[src/rtl/axi_bist_pkg.sv]
// Shared types, AXI encodings and the data-pattern generator for the 128-bit AXI memory BIST.
package axi_bist_pkg;

    typedef enum logic [2:0] {
        ST_IDLE,
        ST_AW,
        ST_W,
        ST_B,
        ST_AR,
        ST_R,
        ST_NEXT,
        ST_DONE
    } bist_state_e;

    localparam logic [2:0]  AXI_SIZE_16B   = 3'b100;
    localparam logic [1:0]  AXI_BURST_INCR = 2'b01;
    localparam logic [1:0]  AXI_RESP_OKAY  = 2'b00;
    localparam logic [3:0]  AXI_CACHE_DEF  = 4'b0011;
    localparam logic [2:0]  AXI_PROT_DEF   = 3'b000;
    localparam logic [15:0] AXI_STRB_ALL   = 16'hFFFF;

    // Every 32-bit lane carries the same address-derived word.
    function automatic logic [127:0] bist_data(input logic [39:0] addr, input logic [31:0] seed);
        return {4{addr[31:0] ^ seed}};
    endfunction

endpackage

[src/rtl/axi_bist_chk.sv]
// Read-beat and response checker: data compare, saturating error count, first-error address, protocol flags.
module axi_bist_chk
    import axi_bist_pkg::*;
#(
    parameter logic [7:0]  BIST_ID = 8'h05,
    parameter logic [31:0] PATTERN = 32'hA5C3_5A3C
) (
    input  logic         pll_core_cpuclk,
    input  logic         pad_cpu_rst_b,
    input  logic         i_clr,
    input  logic         i_r_stb,
    input  logic [39:0]  i_exp_addr,
    input  logic         i_exp_last,
    input  logic [127:0] i_rdata,
    input  logic [7:0]   i_rid,
    input  logic [1:0]   i_rresp,
    input  logic         i_rlast,
    input  logic         i_b_stb,
    input  logic [7:0]   i_bid,
    input  logic [1:0]   i_bresp,
    output logic         o_err,
    output logic [15:0]  o_err_cnt,
    output logic [39:0]  o_err_addr
);

    logic        r_err;
    logic [15:0] r_err_cnt;
    logic [39:0] r_err_addr;
    logic        w_mismatch;
    logic        w_r_proto;
    logic        w_b_proto;

    assign w_mismatch = i_r_stb && (i_rdata != bist_data(i_exp_addr, PATTERN));
    assign w_r_proto  = i_r_stb && ((i_rresp != AXI_RESP_OKAY) || (i_rid != BIST_ID) ||
                                    (i_rlast != i_exp_last));
    assign w_b_proto  = i_b_stb && ((i_bresp != AXI_RESP_OKAY) || (i_bid != BIST_ID));

    // NOTE: non-blocking assignments so every register here reads pre-edge values of the others.
    always_ff @(posedge pll_core_cpuclk or negedge pad_cpu_rst_b) begin
        if (!pad_cpu_rst_b) begin
            r_err      <= 1'b0;
            r_err_cnt  <= '0;
            r_err_addr <= '0;
        end else if (i_clr) begin
            r_err      <= 1'b0;
            r_err_cnt  <= '0;
            r_err_addr <= '0;
        end else begin
            r_err <= r_err | w_mismatch | w_r_proto | w_b_proto;
            if (w_mismatch) begin
                if (r_err_cnt == 16'h0000)
                    r_err_addr <= i_exp_addr;
                if (r_err_cnt != 16'hFFFF)
                    r_err_cnt <= r_err_cnt + 16'd1;
            end
        end
    end

    assign o_err      = r_err;
    assign o_err_cnt  = r_err_cnt;
    assign o_err_addr = r_err_addr;

endmodule

[src/rtl/axi_mem_bist128.sv]
// AXI4 128-bit write-then-readback BIST master for the memory slave's s0 port.
module axi_mem_bist128
    import axi_bist_pkg::*;
#(
    parameter logic [39:0] BASE_ADDR  = 40'h0,
    parameter int          NUM_BURSTS = 16,
    parameter logic [7:0]  BURST_LEN  = 8'd3,
    parameter logic [7:0]  BIST_ID    = 8'h05,
    parameter logic [31:0] PATTERN    = 32'hA5C3_5A3C,
    parameter int          TIMEOUT    = 1024
) (
    input  logic         pll_core_cpuclk,
    input  logic         pad_cpu_rst_b,
    input  logic         bist_start,
    output logic         bist_done,
    output logic         bist_err,
    output logic         bist_timeout,
    output logic [15:0]  err_cnt,
    output logic [39:0]  err_addr,
    output logic [39:0]  awaddr_s0,
    output logic [7:0]   awid_s0,
    output logic [7:0]   awlen_s0,
    output logic [2:0]   awsize_s0,
    output logic [1:0]   awburst_s0,
    output logic [3:0]   awcache_s0,
    output logic [2:0]   awprot_s0,
    output logic         awvalid_s0,
    input  logic         awready_s0,
    output logic [127:0] wdata_s0,
    output logic [15:0]  wstrb_s0,
    output logic [7:0]   wid_s0,
    output logic         wlast_s0,
    output logic         wvalid_s0,
    input  logic         wready_s0,
    input  logic [7:0]   bid_s0,
    input  logic [1:0]   bresp_s0,
    input  logic         bvalid_s0,
    output logic         bready_s0,
    output logic [39:0]  araddr_s0,
    output logic [7:0]   arid_s0,
    output logic [7:0]   arlen_s0,
    output logic [2:0]   arsize_s0,
    output logic [1:0]   arburst_s0,
    output logic [3:0]   arcache_s0,
    output logic [2:0]   arprot_s0,
    output logic         arvalid_s0,
    input  logic         arready_s0,
    input  logic [127:0] rdata_s0,
    input  logic [7:0]   rid_s0,
    input  logic [1:0]   rresp_s0,
    input  logic         rlast_s0,
    input  logic         rvalid_s0,
    output logic         rready_s0
);

    localparam logic [39:0]       BASE_ALIGNED = {BASE_ADDR[39:4], 4'h0};
    localparam logic [39:0]       BEAT_BYTES   = 40'd16;
    localparam logic [39:0]       BURST_BYTES  = 40'((int'(BURST_LEN) + 1) * 16);
    localparam logic [15:0]       LAST_BURST   = 16'(NUM_BURSTS - 1);
    localparam int                WDOG_W       = $clog2(TIMEOUT + 1);
    localparam logic [WDOG_W-1:0] WDOG_LIMIT   = WDOG_W'(TIMEOUT - 1);

    bist_state_e       r_state;
    logic [15:0]       r_burst;
    logic [7:0]        r_beat;
    logic [WDOG_W-1:0] r_wdog;
    logic [39:0]       r_base;
    logic [39:0]       r_addr;
    logic              r_awvalid;
    logic              r_wvalid;
    logic              r_wlast;
    logic              r_bready;
    logic              r_arvalid;
    logic              r_rready;
    logic              r_done;
    logic              r_timeout;

    logic w_start;
    logic w_hs;
    logic w_wait;
    logic w_abort;
    logic w_r_stb;
    logic w_b_stb;
    logic w_last_beat;
    logic w_chk_err;

    assign w_start     = bist_start && ((r_state == ST_IDLE) || (r_state == ST_DONE));
    assign w_r_stb     = r_rready && rvalid_s0;
    assign w_b_stb     = r_bready && bvalid_s0;
    assign w_hs        = (r_awvalid && awready_s0) || (r_wvalid && wready_s0) || w_b_stb ||
                         (r_arvalid && arready_s0) || w_r_stb;
    assign w_wait      = r_state inside {ST_AW, ST_W, ST_B, ST_AR, ST_R};
    assign w_abort     = w_wait && !w_hs && (r_wdog == WDOG_LIMIT);
    assign w_last_beat = (r_beat == BURST_LEN);

    always_ff @(posedge pll_core_cpuclk or negedge pad_cpu_rst_b) begin
        if (!pad_cpu_rst_b) begin
            r_state   <= ST_IDLE;
            r_burst   <= '0;
            r_beat    <= '0;
            r_wdog    <= '0;
            r_base    <= BASE_ALIGNED;
            r_addr    <= BASE_ALIGNED;
            r_awvalid <= 1'b0;
            r_wvalid  <= 1'b0;
            r_wlast   <= 1'b0;
            r_bready  <= 1'b0;
            r_arvalid <= 1'b0;
            r_rready  <= 1'b0;
            r_done    <= 1'b0;
            r_timeout <= 1'b0;
        end else if (w_abort) begin
            r_awvalid <= 1'b0;
            r_wvalid  <= 1'b0;
            r_wlast   <= 1'b0;
            r_bready  <= 1'b0;
            r_arvalid <= 1'b0;
            r_rready  <= 1'b0;
            r_timeout <= 1'b1;
            r_done    <= 1'b1;
            r_wdog    <= '0;
            r_state   <= ST_DONE;
        end else begin
            // Watchdog only runs while stalled on the slave.
            r_wdog <= (w_wait && !w_hs) ? r_wdog + WDOG_W'(1) : '0;
            case (r_state)
                ST_IDLE, ST_DONE: begin
                    if (bist_start) begin
                        r_state   <= ST_AW;
                        r_awvalid <= 1'b1;
                        r_burst   <= '0;
                        r_base    <= BASE_ALIGNED;
                        r_done    <= 1'b0;
                        r_timeout <= 1'b0;
                    end
                end
                ST_AW: begin
                    if (r_awvalid && awready_s0) begin
                        r_awvalid <= 1'b0;
                        r_wvalid  <= 1'b1;
                        r_wlast   <= (BURST_LEN == 8'd0);
                        r_beat    <= '0;
                        r_addr    <= r_base;
                        r_state   <= ST_W;
                    end
                end
                ST_W: begin
                    if (r_wvalid && wready_s0) begin
                        if (w_last_beat) begin
                            r_wvalid <= 1'b0;
                            r_wlast  <= 1'b0;
                            r_bready <= 1'b1;
                            r_state  <= ST_B;
                        end else begin
                            r_beat  <= r_beat + 8'd1;
                            r_addr  <= r_addr + BEAT_BYTES;
                            r_wlast <= ((r_beat + 8'd1) == BURST_LEN);
                        end
                    end
                end
                ST_B: begin
                    if (w_b_stb) begin
                        r_bready  <= 1'b0;
                        r_arvalid <= 1'b1;
                        r_state   <= ST_AR;
                    end
                end
                ST_AR: begin
                    if (r_arvalid && arready_s0) begin
                        r_arvalid <= 1'b0;
                        r_rready  <= 1'b1;
                        r_beat    <= '0;
                        r_addr    <= r_base;
                        r_state   <= ST_R;
                    end
                end
                ST_R: begin
                    if (w_r_stb) begin
                        if (w_last_beat) begin
                            r_rready <= 1'b0;
                            r_state  <= ST_NEXT;
                        end else begin
                            r_beat <= r_beat + 8'd1;
                            r_addr <= r_addr + BEAT_BYTES;
                        end
                    end
                end
                ST_NEXT: begin
                    if (r_burst == LAST_BURST) begin
                        r_done  <= 1'b1;
                        r_state <= ST_DONE;
                    end else begin
                        r_burst   <= r_burst + 16'd1;
                        r_base    <= r_base + BURST_BYTES;
                        r_awvalid <= 1'b1;
                        r_state   <= ST_AW;
                    end
                end
                default: r_state <= ST_IDLE;
            endcase
        end
    end

    axi_bist_chk #(
        .BIST_ID (BIST_ID),
        .PATTERN (PATTERN)
    ) u_chk (
        .pll_core_cpuclk (pll_core_cpuclk),
        .pad_cpu_rst_b   (pad_cpu_rst_b),
        .i_clr           (w_start),
        .i_r_stb         (w_r_stb),
        .i_exp_addr      (r_addr),
        .i_exp_last      (w_last_beat),
        .i_rdata         (rdata_s0),
        .i_rid           (rid_s0),
        .i_rresp         (rresp_s0),
        .i_rlast         (rlast_s0),
        .i_b_stb         (w_b_stb),
        .i_bid           (bid_s0),
        .i_bresp         (bresp_s0),
        .o_err           (w_chk_err),
        .o_err_cnt       (err_cnt),
        .o_err_addr      (err_addr)
    );

    assign bist_done    = r_done;
    assign bist_err     = w_chk_err | r_timeout;
    assign bist_timeout = r_timeout;

    assign awaddr_s0  = r_base;
    assign awid_s0    = BIST_ID;
    assign awlen_s0   = BURST_LEN;
    assign awsize_s0  = AXI_SIZE_16B;
    assign awburst_s0 = AXI_BURST_INCR;
    assign awcache_s0 = AXI_CACHE_DEF;
    assign awprot_s0  = AXI_PROT_DEF;
    assign awvalid_s0 = r_awvalid;

    assign wdata_s0  = bist_data(r_addr, PATTERN);
    assign wstrb_s0  = AXI_STRB_ALL;
    assign wid_s0    = BIST_ID;
    assign wlast_s0  = r_wlast;
    assign wvalid_s0 = r_wvalid;

    assign bready_s0 = r_bready;

    assign araddr_s0  = r_base;
    assign arid_s0    = BIST_ID;
    assign arlen_s0   = BURST_LEN;
    assign arsize_s0  = AXI_SIZE_16B;
    assign arburst_s0 = AXI_BURST_INCR;
    assign arcache_s0 = AXI_CACHE_DEF;
    assign arprot_s0  = AXI_PROT_DEF;
    assign arvalid_s0 = r_arvalid;

    assign rready_s0 = r_rready;

endmodule

[config.mk]
export PLATFORM = sky130hd
export DESIGN_NAME = axi_mem_bist128
export DESIGN_NICKNAME = d
export VERILOG_FILES = /design/src/rtl/axi_bist_pkg.sv /design/src/rtl/axi_bist_chk.sv /design/src/rtl/axi_mem_bist128.sv
export SDC_FILE = /design/constraint.sdc
export NUM_CORES = 1
export LEC_CHECK = 0
export BUFFER_PORTS_ARGS = -buffer_cell sky130_fd_sc_hd__buf_2
export CAP_MARGIN = 15
export CORE_AREA = 4 4 196 198
export DETAILED_ROUTE_END_ITERATION = 6
export DIE_AREA = 0 0 200 202
export PLACE_DENSITY = 0.59
export RECOVER_POWER = 25
export SLEW_MARGIN = 0
export SYNTH_ARGS = -nofsm -noshare
export SYNTH_HDL_FRONTEND = slang
export SYNTH_HIERARCHICAL = 1
export SYNTH_SLANG_ARGS = --single-unit
export TNS_END_PERCENT = 10
[constraint.sdc]
create_clock -name pll_core_cpuclk -period 7 [get_ports pll_core_cpuclk]
set_input_delay 1.05 -clock pll_core_cpuclk [delete_from_list [all_inputs] [get_ports pll_core_cpuclk]]
set_output_delay 1.05 -clock pll_core_cpuclk [all_outputs]
set_load 0.05 [all_outputs]
### After elaboration in Yosys (flattened, before gate mapping)

Index checks and enable logic that the tools add are counted.

| storage, ports and cells | value |
|---|---|
| bits in registers | 183 |
| bits in latches | 0 |
| bits in writable memories | 0 |
| memory bits (read-only) | 0 |
| input port bits | 157 |
| output and inout bits | 353 |
| word-level logic and storage cells | 184 |
| memories | 0 |

| operators by class | value |
|---|---|
| add/subtract/negate cells | 6 |
| $mul | 0 |
| divide/modulo/power cells | 0 |
| magnitude comparators | 0 |
| equal/unequal tests | 32 |
| shift operators | 0 |
| mux-type cells | 71 |
| bitwise operators | 6 |
| reductions and logical operators | 52 |

Operator list:

| kind | count |
|---|---|
| $mux W40 | 10 |
| $pmux W40 S4 | 1 |
| $ne A128 B128 Y1 | 1 |
| $mux W16 | 5 |
| $pmux W40 S2 | 1 |
| $add A40 B5 Y40 const B | 1 |
| $add A40 B7 Y40 const B | 1 |
| $mux W8 | 5 |
| $add A16 B1 Y16 const B | 2 |
| $pmux W16 S2 | 1 |
| $pmux W8 S4 | 1 |
| $mux W3 | 10 |
| $mux W1 | 27 |
| $mux W11 | 2 |
| $pmux W3 S7 | 1 |
| $reduce_and A4 Y1 | 5 |
| $ne A3 B2 Y1 const B | 6 |
| $eq A16 B4 Y1 const B | 1 |
| $eq A8 B2 Y1 const B | 2 |
| $logic_not A16 Y1 | 1 |
| $ne A16 B16 Y1 const B | 1 |
| $ne A8 B3 Y1 const B | 2 |
| $not A16 Y16 | 1 |
| $reduce_bool A2 Y1 | 8 |
| other kinds (26) | 71 |

### Longest topological paths before layout

| depth | value |
|---|---|
| depth in word-level cells | 10 |
| mapped depth | 9 |

### Hierarchy

The synthesis kept the hierarchy.

By module, submodules not included:

| module | times used | cells each | area an instance (um^2) |
|---|---|---|---|
| axi_mem_bist128 | 1 | 1014 | 8506.9 |
| axi_bist_chk | 1 | 469 | 4398.0 |

### Worst setup path before layout

Ideal clock, no wire load.

| path | value |
|---|---|
| kind | input to register |
| from | input rdata_s0[37] |
| to | register u_chk.r_err_cnt[0], in the netlist u_chk/o_err_cnt[0] |
| arrival | 2.761 ns |
| required time | 6.875 ns |
| setup slack | 4.114 ns |
| stages | 8 |
| path buffers | 1 |
| cell sequence | nor4b_1 -> o22ai_1 -> nor4_1 -> nand2_1 -> nor4_4 -> buf_6 -> nor2_2 -> mux2_4 |

| on the way | value |
|---|---|
| longest elaborated chain between the ends | 4 |

RTL lines:

| what | RTL line | source |
|---|---|---|
| start: declaration | axi_mem_bist128.sv:48 | `input logic [127:0] rdata_s0,` |
| $ne A128 B128 Y1 | axi_bist_chk.sv:33 | `assign w_mismatch = i_r_stb && (i_rdata != bist_data(i_exp_addr, PATTERN));` |
| $logic_and A1 B1 Y1 | axi_bist_chk.sv:33 |  |
| $reduce_bool A2 Y1 (no line) | - |  |
| $reduce_and A2 Y1 (no line) | - |  |
| end signal: assignment | axi_bist_chk.sv:54 | `r_err_cnt <= r_err_cnt + 16'd1;` |
| end: declaration | axi_bist_chk.sv:27 | `logic [15:0] r_err_cnt;` |

No other way between the ends.
A chain may end at the register's enable or synchronous reset.

### Final worst setup path

| path | value |
|---|---|
| from | register r_addr[13] |
| to | register u_chk.r_err_addr[28], in the netlist u_chk/o_err_addr[28] |

| on the way | value |
|---|---|
| longest elaborated chain between the ends | 4 |

RTL lines:

| what | RTL line | source |
|---|---|---|
| start: declaration | axi_mem_bist128.sv:68 | `logic [39:0] r_addr;` |
| start signal: assignment | axi_mem_bist128.sv:143 | `r_addr <= r_base;` |
| start signal: assignment | axi_mem_bist128.sv:156 | `r_addr <= r_addr + BEAT_BYTES;` |
| start signal: assignment | axi_mem_bist128.sv:173 | `r_addr <= r_base;` |
| $ne A128 B128 Y1 | axi_bist_chk.sv:33 |  |
| $logic_and A1 B1 Y1 | axi_bist_chk.sv:33 |  |
| $reduce_bool A2 Y1 (no line) | - |  |
| $reduce_and A2 Y1 (no line) | - |  |
| end signal: assignment | axi_bist_chk.sv:52 | `r_err_addr <= i_exp_addr;` |
| end: declaration | axi_bist_chk.sv:28 | `logic [39:0] r_err_addr;` |

No other way between the ends.

==> impl_metrics.toml <==
[final_layout]
drive_gt1_share_pct = 27.5
num-fill-cells = 3730
layout.cells.non_filler = 2210
layout-area-overhead-vs-synth_pct = 12.7
final_common_cell = "buf_2"
final_area_sq_um = 14500
final_util_pct = 39.8
fin_nets = 1894
ff_latch_area_sq_um = 4330
multi_input_area_sq_um = 6740
most-common-layout-cells = "buf_2, dfrtp_1, conb_1, nor2_1"

[min_path]
hold_path.class = "flop to flop"

[die]
die_h_um = 202
io_pins = 510
core_sq_um = 36500
start_util_pct = 35.3
die_area_sq_um = 40400
fp.dieW_um = 200
rows = 70

[placement]
place_inst = 2177
place_area_sq_um = 13900
dp_hpwl_mm = 34.7
port_buffers = 401
gp_congestion = 0.972

[power_and_ir_drop]
powerDensity_nw_per_um2 = 384
p_leak_nw = 7.20
peakVddDrop_v = 0.000380

[sta]
setup_violations = 0
post-route-period-util_pct = 53.0
clock.fmax_mhz = 269
rsz0062_at_grt = "no"
hold_slack_ns = 0.487
max_slew_margin_pct = -59.2
worst_pin_slew_ns = 2.39
slew_viol_final = 80
final_hold_viol_count = 0
period_needed_ns = 3.71
tns_ns = 0
skew_ns = 0.0130

[drt]
vias_per_cell = 5.26
routed_wl_mm = 45.8
wl_per_cell_um = 20.7
drt_iter0_drc = 709
ant_nets = 0
drc = 0
vias = 11633
firstDrtPassIters = 5

[critical_path]
path_class = "flop to flop"
required_ns = 7.29
crit_chain = "and3_1 > o22ai_1 > nor4_1 > nand4_1 > o211ai_4 > buf_4 > mux2i_1 > nor2_1"
critical-path-top-delay-family = "simple AND/OR/NAND/NOR gates"
critPathCaptureType = "flop"
crit_buf_inv = 1
slowest_stage = "dfrtp_1"
rrSetupSlack_ns = 3.29
critPathArrivalTime_ns = 4.00
start_kind = "flop"
worstPathMaxFanout = 33
max_stage_delay_ns = 0.97

[synth]
synth_cells = 1483
synth_area_sq_um = 12900
ys_seq_area_share_pct = 33.5
yosys_warnings = 6
ys_async_sr_fraction_pct = 100
synth-seq-cells = 173
synth_edf_count = 0
ys.flop_type = "dfrtp_1"
synth.avg_cell_area_sq_um = 8.70
synthDistinctLibCells = 79

[clocking]
cts.clk_slew.worst_paths_ns = 0.07
cts_num_sinks = 173
h-tree-depth = 4
cts_tree = "built"
hold_buffers = 0
clock_latency_ns = 0.44
cts-resized-gates = 0
postCtsSetupRepairBufs = 0
ctsLongestPathBuffers = 2
root_buffer = "clkbuf_16"
cts_buffers = 17

[grt]
grt_util_all_layers_pct = 20.9
antenna_found_initial = 2
grt_start_max_net_pins = 98
grt_pass1_wl_mm = 65.7
grt_pass1_vias = 11025
overflow = 0

[status]
outcome = "finished with violations"
violations = "capacitance limit, slew limit"

[flow_run]
maxCapViolations = 2
cell families (layout without fill, tap and decap cells):
| family | Yosys count | count (layout) | share of synthesized area [%] |
|---|---|---|---|
| xor+xnor | 115 | 115 | 7.80 |
| other cells | 2 | 125 | 0.0582 |
| compound gates | 275 | 275 | 13.8 |
| flops | 173 | 173 | 33.5 |
| fa+ha+maj | 8 | 8 | 0.776 |
| mux | 51 | 51 | 4.13 |
| buf+inv | 349 | 485 | 18.0 |
| simple gates | 510 | 510 | 21.8 |
area by class of cell:
type / instances / share of cell area (%)
Antenna cell: 1 / 0.0172
Inverter: 34 / 0.877
Tap cell: 468 / 4.02
Clock buffer: 18 / 2.95
Multi-Input combinational cell: 1083 / 46.3
Clock inverter: 13 / 1.27
Sequential cell: 173 / 29.8
Timing Repair Buffer: 420 / 14.8
through the flow:
stage,setup WS (ns),total power [W]
floorplan,4.11,0.00410
global placement,2.84,0.00457
detailed placement,2.84,0.00458
CTS,2.99,0.00561
global route,2.91,0.00585
finish,3.29,0.00558
worst register-to-register path, delay by kind of cell, from the launching register on:
family | cells | cell delay (ns)
AOI/OAI and AO/OA | 2 | 0.55
and+or+nand+nor | 4 | 1.17
muxes | 1 | 0.29
buffers and inverters | 1 | 0.57
DFF | 1 | 0.97
cell usage after synthesis (all sizes together), types with 12 or more instances:
cell / n / area [sq um]
a21oi: 75 / 375
a2bb2oi: 16 / 140
and2: 17 / 106
and3: 30 / 188
buf: 279 / 2060
clkbuf: 36 / 135
dfrtp: 173 / 4330
inv: 34 / 128
mux2i: 45 / 450
nand2: 67 / 251
nand3: 50 / 255
nand4: 74 / 463
nor2: 114 / 430
nor3: 30 / 165
nor4: 30 / 215
o211ai: 14 / 119
o21ai: 61 / 305
o22ai: 31 / 194
o31ai: 18 / 135
or3: 23 / 144
or4: 12 / 90.1
xnor2: 51 / 447
xor2: 64 / 561
routing by layer:
layer | GRT usage, % | part of all wire [%] | vias up
met5 | 0 | 0.017 | -
met4 | 6.62 | 2.5 | 2
met3 | 4.32 | 7.7 | 43
met2 | 35.2 | 49 | 476
met1 | 26.9 | 41 | 5631
li1 | - | - | 5481
registers in the layout (all words and copies together), names as in the netlist, 3 cells and up:
signal	flops
r_addr	36
araddr_s0	34
r_beat	8
u_chk/o_err_cnt	16
r_state	3
r_burst	16
u_chk/o_err_addr	40
r_wdog	11
report_power, final:
part	switching (W)	internal [W]	leakage [nW]
registers	0.000448	0.00112	2.35
logic	0.00224	0.000756	4.56
clock network	0.000444	0.000571	0.298
total	0.00313	0.00245	7.20
path summary, 6_finish.rpt:
check,startpoint,to,depth (start not counted)
max in group asynchronous,pad_cpu_rst_b,araddr_s0[19],2
max,r_addr[13],u_chk/o_err_addr[28],8
max reg2reg,r_addr[13],u_chk/o_err_addr[28],8
min reg2reg,r_wdog[0],r_wdog[0],1
min,r_wdog[0],r_wdog[0],1
min in group asynchronous,pad_cpu_rst_b,u_chk/o_err_cnt[4],1
Note: power is estimated with default switching activity, not from simulation.
